## src/rtl/fetch_queue_pkg.sv

```systemverilog
// Shared fetch/decode record layout: field widths and the fetch-pack /
// branch-predict-pack structures carried between the two stages.
package fetch_queue_pkg;

    localparam int XLEN      = 64;
    localparam int INST_W    = 32;
    localparam int BR_TYPE_W = 4;

    typedef struct packed {
        logic                 valid;
        logic [XLEN-1:0]      target;
        logic [BR_TYPE_W-1:0] branch_type;
        logic                 select;
        logic                 taken;
    } bp_pack_t;

    typedef struct packed {
        logic              valids_0;
        logic              valids_1;
        logic [XLEN-1:0]   pc;
        logic [INST_W-1:0] insts_0;
        logic [INST_W-1:0] insts_1;
        bp_pack_t          bp;
    } fetch_pack_t;

    localparam int FETCH_PACK_W = $bits(fetch_pack_t);

endpackage

```

## src/rtl/fetch_queue.sv

```systemverilog
// Fetch queue: DEPTH-entry circular buffer of fetch packs between fetch and
// decode, with flush (redirect) and one-cycle enqueue-to-output latency.
module fetch_queue
    import fetch_queue_pkg::*;
#(
    parameter int DEPTH = 4
) (
    input  logic                 clock,
    input  logic                 reset,
    input  logic                 io_i_flush,

    input  logic                 io_i_fetch_pack_valid,
    output logic                 io_i_fetch_pack_ready,
    input  logic                 io_i_fetch_pack_bits_valids_0,
    input  logic                 io_i_fetch_pack_bits_valids_1,
    input  logic [XLEN-1:0]      io_i_fetch_pack_bits_pc,
    input  logic [INST_W-1:0]    io_i_fetch_pack_bits_insts_0,
    input  logic [INST_W-1:0]    io_i_fetch_pack_bits_insts_1,
    input  logic                 io_i_fetch_pack_bits_branch_predict_pack_valid,
    input  logic [XLEN-1:0]      io_i_fetch_pack_bits_branch_predict_pack_target,
    input  logic [BR_TYPE_W-1:0] io_i_fetch_pack_bits_branch_predict_pack_branch_type,
    input  logic                 io_i_fetch_pack_bits_branch_predict_pack_select,
    input  logic                 io_i_fetch_pack_bits_branch_predict_pack_taken,

    output logic                 io_o_fetch_pack_valid,
    input  logic                 io_o_fetch_pack_ready,
    output logic                 io_o_fetch_pack_bits_valids_0,
    output logic                 io_o_fetch_pack_bits_valids_1,
    output logic [XLEN-1:0]      io_o_fetch_pack_bits_pc,
    output logic [INST_W-1:0]    io_o_fetch_pack_bits_insts_0,
    output logic [INST_W-1:0]    io_o_fetch_pack_bits_insts_1,
    output logic                 io_o_fetch_pack_bits_branch_predict_pack_valid,
    output logic [XLEN-1:0]      io_o_fetch_pack_bits_branch_predict_pack_target,
    output logic [BR_TYPE_W-1:0] io_o_fetch_pack_bits_branch_predict_pack_branch_type,
    output logic                 io_o_fetch_pack_bits_branch_predict_pack_select,
    output logic                 io_o_fetch_pack_bits_branch_predict_pack_taken
);

    localparam int PTR_W = $clog2(DEPTH);
    localparam logic [PTR_W:0] FULL_CNT = (PTR_W + 1)'(DEPTH);

    fetch_pack_t      entry_q [DEPTH];
    logic [PTR_W-1:0] head_q, head_d;
    logic [PTR_W-1:0] tail_q, tail_d;
    logic [PTR_W:0]   count_q, count_d;

    fetch_pack_t pack_in;
    fetch_pack_t pack_out;
    logic        enq, deq;

    assign pack_in.valids_0       = io_i_fetch_pack_bits_valids_0;
    assign pack_in.valids_1       = io_i_fetch_pack_bits_valids_1;
    assign pack_in.pc             = io_i_fetch_pack_bits_pc;
    assign pack_in.insts_0        = io_i_fetch_pack_bits_insts_0;
    assign pack_in.insts_1        = io_i_fetch_pack_bits_insts_1;
    assign pack_in.bp.valid       = io_i_fetch_pack_bits_branch_predict_pack_valid;
    assign pack_in.bp.target      = io_i_fetch_pack_bits_branch_predict_pack_target;
    assign pack_in.bp.branch_type = io_i_fetch_pack_bits_branch_predict_pack_branch_type;
    assign pack_in.bp.select      = io_i_fetch_pack_bits_branch_predict_pack_select;
    assign pack_in.bp.taken       = io_i_fetch_pack_bits_branch_predict_pack_taken;

    // Ready depends only on occupancy, so a full queue never passes through
    // and a flush drops the incoming pack rather than stalling it.
    assign io_i_fetch_pack_ready = (count_q != FULL_CNT);
    assign io_o_fetch_pack_valid = (count_q != '0);

    assign enq = io_i_fetch_pack_valid & io_i_fetch_pack_ready & ~io_i_flush;
    assign deq = io_o_fetch_pack_valid & io_o_fetch_pack_ready & ~io_i_flush;

    always_comb begin
        head_d  = head_q;
        tail_d  = tail_q;
        count_d = count_q;
        if (io_i_flush) begin
            head_d  = '0;
            tail_d  = '0;
            count_d = '0;
        end else begin
            if (enq) tail_d = tail_q + 1'b1;
            if (deq) head_d = head_q + 1'b1;
            case ({enq, deq})
                2'b10:   count_d = count_q + 1'b1;
                2'b01:   count_d = count_q - 1'b1;
                default: count_d = count_q;
            endcase
        end
    end

    always_ff @(posedge clock or posedge reset) begin
        if (reset) begin
            head_q  <= '0;
            tail_q  <= '0;
            count_q <= '0;
            for (int i = 0; i < DEPTH; i++) entry_q[i] <= '0;
        end else begin
            head_q  <= head_d;
            tail_q  <= tail_d;
            count_q <= count_d;
            if (enq) entry_q[tail_q] <= pack_in;
        end
    end

    assign pack_out = entry_q[head_q];

    assign io_o_fetch_pack_bits_valids_0                        = pack_out.valids_0;
    assign io_o_fetch_pack_bits_valids_1                        = pack_out.valids_1;
    assign io_o_fetch_pack_bits_pc                              = pack_out.pc;
    assign io_o_fetch_pack_bits_insts_0                         = pack_out.insts_0;
    assign io_o_fetch_pack_bits_insts_1                         = pack_out.insts_1;
    assign io_o_fetch_pack_bits_branch_predict_pack_valid       = pack_out.bp.valid;
    assign io_o_fetch_pack_bits_branch_predict_pack_target      = pack_out.bp.target;
    assign io_o_fetch_pack_bits_branch_predict_pack_branch_type = pack_out.bp.branch_type;
    assign io_o_fetch_pack_bits_branch_predict_pack_select      = pack_out.bp.select;
    assign io_o_fetch_pack_bits_branch_predict_pack_taken       = pack_out.bp.taken;

endmodule

```

## config.mk

```make
export PLATFORM = sky130hd
export DESIGN_NAME = fetch_queue
export DESIGN_NICKNAME = d
export VERILOG_FILES = /design/src/rtl/fetch_queue_pkg.sv /design/src/rtl/fetch_queue.sv
export SDC_FILE = /design/constraint.sdc
export NUM_CORES = 1
export LEC_CHECK = 0
export ABC_AREA = 0
export BUFFER_PORTS_ARGS = -buffer_cell sky130_fd_sc_hd__buf_2
export CORE_MARGIN = 5
export CORE_UTILIZATION = 40
export DETAILED_ROUTE_END_ITERATION = 8
export PLACE_DENSITY = 0.64
export SYNTH_ARGS = -nofsm -noshare
export SYNTH_HDL_FRONTEND = slang
export SYNTH_SLANG_ARGS = --single-unit
```

## constraint.sdc

```tcl
create_clock -name clock -period 79.4 [get_ports clock]
set_input_delay 23.82 -clock clock [delete_from_list [all_inputs] [get_ports clock]]
set_output_delay 23.82 -clock clock [all_outputs]
set_load 0.01 [all_outputs]
```

Word-level counts from Yosys, hierarchy flattened
Index checks and enable logic that the tools add are counted.
{"block": "totals", "out_inout_bits": 203, "n_memories": 0, "mem_bits_rw": 0, "latchBits": 0, "ff_bits": 811, "mem_bits_ro": 0, "wordCells": 77, "in_bits": 206}
{"block": "op_classes", "n_reduce_logical": 5, "n_mux": 12, "shifts": 0, "div": 0, "addsub": 4, "n_mul": 0, "bitwise_logic": 7, "eq_ne": 3, "order_cmp": 3}
{"cell": "bitwise mux 804 bit", "n": 1}
{"cell": "two-way mux 201 bit", "n": 3}
{"cell": "binary-select mux 201 bit (select 2 bit)", "n": 1}
{"cell": "demux 201 bit (select 2 bit)", "n": 1}
{"cell": "two-way mux 2 bit", "n": 4}
{"cell": ">= comparator 3 bit (second input constant)", "n": 2}
{"cell": "NOT 2 -> 3 bit", "n": 2}
{"cell": "case mux 3 bit (2 select lines)", "n": 1}
{"cell": "nonzero test 3 bit", "n": 2}
{"cell": "adder 2 x 1 -> 2 bit (second input constant)", "n": 2}
{"cell": "AND 1 bit", "n": 4}
{"cell": "nonzero test 2 bit", "n": 2}
{"cell": "adder 3 x 1 -> 3 bit (second input constant)", "n": 1}
{"cell": "less-than comparator 3 x 1 -> 1 bit (second input constant)", "n": 1}
{"cell": "two-way mux 3 bit", "n": 1}
{"cell": "!= test 3 bit (second input constant)", "n": 1}
{"cell": "subtractor 3 x 1 -> 3 bit (second input constant)", "n": 1}
{"cell": "== test 2 x 1 -> 1 bit (second input constant)", "n": 1}
{"cell": "== test 2 bit (second input constant)", "n": 1}
{"cell": "logical AND 1 bit", "n": 1}
{"cell": "NOT 1 bit", "n": 1}

Logic depth before layout (Yosys ltp)
{"block": "logic_depth", "word_depth": 6, "depth_mapped": 9, "ltp_nobuf": 7}

Least setup slack after synthesis
OpenSTA, ideal clock, no wires.
{"block": "synth_timing", "path_kind": "reg2out", "from": "register head_q[1]", "to": "output io_o_fetch_pack_bits_branch_predict_pack_target[57]", "setup_slack_ns": 53.833, "stages_incl_launch_ff": 5, "path_buffers": 3, "arrival_ns": 1.747, "t_required_ns": 55.580, "cell_sequence": "dfrtp_1 clkbuf_1 buf_2 buf_1 mux4_2"}
{"block": "synth_via", "elab_chain_cells": 4}
{"element": "start, declared", "line_no": "fetch_queue.sv:43", "rtl": "logic [PTR_W-1:0] head_q, head_d;"}
{"element": "start signal, assigned", "line_no": "fetch_queue.sv:91", "rtl": "head_q <= '0;"}
{"element": "start signal, assigned", "line_no": "fetch_queue.sv:96", "rtl": "head_q <= head_d;"}
{"element": "NOT 2 -> 3 bit (not written as such)", "line_no": "fetch_queue.sv:103", "rtl": "assign pack_out = entry_q[head_q];"}
{"element": "binary-select mux 201 bit (select 2 bit)", "line_no": "fetch_queue.sv:103"}
{"element": "two-way mux 201 bit (not written as such) (2 in series)", "line_no": "fetch_queue.sv:103"}
{"element": "end, declared", "line_no": "fetch_queue.sv:33", "rtl": "output logic [XLEN-1:0] io_o_fetch_pack_bits_branch_predict_pack_target,"}
No other way between the ends. The select of a mux whose other input is x is not followed.

Worst setup path after layout
{"block": "layout_timing", "from": "register head_q[1]", "to": "output io_o_fetch_pack_bits_branch_predict_pack_target[10]"}
Same word-level chain as after synthesis.

==> flow_summary.ini <==
[clock_network]
post_cts_resized = 0
clockBufferDepth = 3
tritoncts = yes
post_cts_buffers = 0
ctsHoldBuffers = 0
clock_latency_ns = 0.66
cts-root-buf = clkbuf_16
numCtsBuffers = 91
cts_num_sinks = 811
clkTransAtPathRegs_ns = 0.06
h-tree-depth = 3

[critical_path]
critPathKind = flop to primary output
start_kind = flop
crit_arrival_ns = 4.01
critical-path-max-stage-delay_ns = 0.86
cp-end-kind = primary output
path_cells = buf_4 > buf_4 > mux4_2 > buf_2
critical_path_required_ns = 55.58
worst_path_most_repeated_cell = buf_4
crit_fanout = 49
cpMaxStageDelayCell = dfrtp_4

[grt]
grt-ovfl-total = 0
grt_max_degree = 177
antenna_found_initial = 20
grtUsageTotal_pct = 16.42
grt_pass1_vias = 22590
grt_pass1_wl_um = 136100

[sta]
rsz0062_at_grt = false
period_minus_slack_ns = 27.83
setup_viol = 0
worstMarginPinSlew_ns = 1.080
fin_tns_setup_ns = 0
relSlewSlack_pct = 28.00
fmax_ghz = 0.03594
hold_viol = 0
finClkSkew_ns = 0.01861
finalCritPeriodShare_pct = 35.04
final-max-slew-violation-count = 0

[routing]
drc = 0
drt-pass1-iter-count = 4
drt_iter0_markers = 1113
routedWlPerCell_um = 23.15
vias_per_cell = 5.181
drt.antenna.violating_nets = 0
wl_um = 87010
vias = 19470

[power_and_ir_drop]
p_leak_nw = 22.09
powerDensity_nw_per_um2 = 32.99
ir_drop_mv = 0.01796

[cells_and_area]
layout_common_cells = dfrtp_1 (809), mux2_4 (760), buf_2 (408)
seqCellArea_um2 = 20300
final_common_cell = dfrtp_1
multi_input_area_um2 = 16840
nets = 2608
final_cells = 3759
fillerInstances = 8191
area_growth_pct = 13.39
drive_above_1_share_pct = 64.82

[synth]
synth_top_cell_by_area = dfrtp_1
syn-cell-area_um2 = 39040
async_reset_ff_share_pct = 100.0
yosys-top-cells-area = dfrtp_1 (52%), mux2_4 (29%), mux4_2 (12%), buf_12 (4.3%), mux2_2 (1.3%)
syn_area_per_cell_um2 = 19.41
synth.distinct_cells = 35
synth_ff_type = dfrtp_1
synth_fp_nets = 2222
synth-edff-count = 0
yosysTopAreaCellShare_pct = 51.98
seq_area_frac_synth_pct = 51.98
yosysWarnings = 0
synth_seq_cells = 811
syn_inst = 2011

[floorplan]
placementRows = 114
io_pins = 409
core_area_um2 = 96850
die_h_um = 322.4
initial_core_util_pct = 40.31
dieWidth_um = 322.4
die_area_um2 = 104000

[run_status]
outcome = complete, no violations

[placement]
hpwl_um = 53500
numPortBuffers = 408
place_inst = 3580
globalplace.congestion = 0.7543

[hold_path]
hold_path_class = flop to flop

[flow_run]
drv_cap = 0
## critical path: cells and delay by family (launching register included)
kind                   cells  cell delay (ns)
buffers and inverters      3             1.77
multiplexers               1             0.61
flip-flops                 1             0.86
## where the power goes
group | total [mW] | switching (mW) | internal, mW
clock | 0.446 | 0.178 | 0.268
combinational | 0.387 | 0.129 | 0.258
sequential | 0.628 | 0.0796 | 0.548
## path summary, 6_finish.rpt
path	from	to	slack, ns	depth (start not counted)
setup / recovery	head_q[1]	io_o_fetch_pack_bits_branch_predict_pack_target[10]	51.57	4
hold / removal	entry_q[794]	entry_q[794]	0.50	1
setup reg to reg	count_q[2]	entry_q[800]	75.07	6
hold reg to reg	entry_q[794]	entry_q[794]	0.50	1
max in group asynchronous	reset	entry_q[328]	52.86	5
min in group asynchronous	reset	entry_q[227]	23.34	2
## layout make-up
cell class,instances,share of cell area (%)
multi-input combinational,1056,38.05
sequential,811,45.86
antenna,13,0.07349
tap,1276,3.607
clock inverter,32,1.003
timing repair buffer,433,5.122
inverter,4,0.05088
clock buffer,134,6.232
## cell families after synthesis
kind of cell,after synthesis,synth area share (%)
buffers and inverters,144,4.964
adders and majority gates,5,0.1795
DFF,811,51.98
muxes,1005,42.09
xor gates and xnor gates,4,0.08975
AOI/OAI and AO/OA,13,0.2083
and+or+nand+nor,29,0.4839
## sequential cells by signal, summed over array words and instances (netlist names)
register and count:
tail_q 2, count_q 3, head_q 2, entry_q 804
## per-stage QoR
stage                     utilization (%)  worst slack [ns]  total power [mW]  cell area [µm²]  hold slack [ns]
after floorplan                         -             32.80            0.9115            39040           0.4740
after global placement              42.37             51.96            0.9977            41030           0.4814
after detailed placement            42.37             51.93             1.021            41030           0.4873
after CTS                           45.67             51.39             1.477            44230           0.5028
after global routing                45.69             51.26             1.526            44250           0.5120
final                               45.71             51.57             1.460            44270           0.5010
## per-layer routing
metal | routed length (µm) | global-route usage (%) | vias to the layer above
met4 | 2203 | 4.904 | 18
met1 | 36150 | 20.83 | 10600
met5 | 121 | 0 | -
li1 | - | - | 8267
met2 | 42930 | 27.58 | 440
met3 | 5605 | 4.706 | 145
## Yosys cell counts, drive strengths merged (4+ instances only)
master,number
clkbuf,20
nand3,5
inv,4
nand2,8
buf,120
ha,4
mux4,201
nor2,5
mux2,804
dfrtp,811
(Power assumes the default switching activity.)
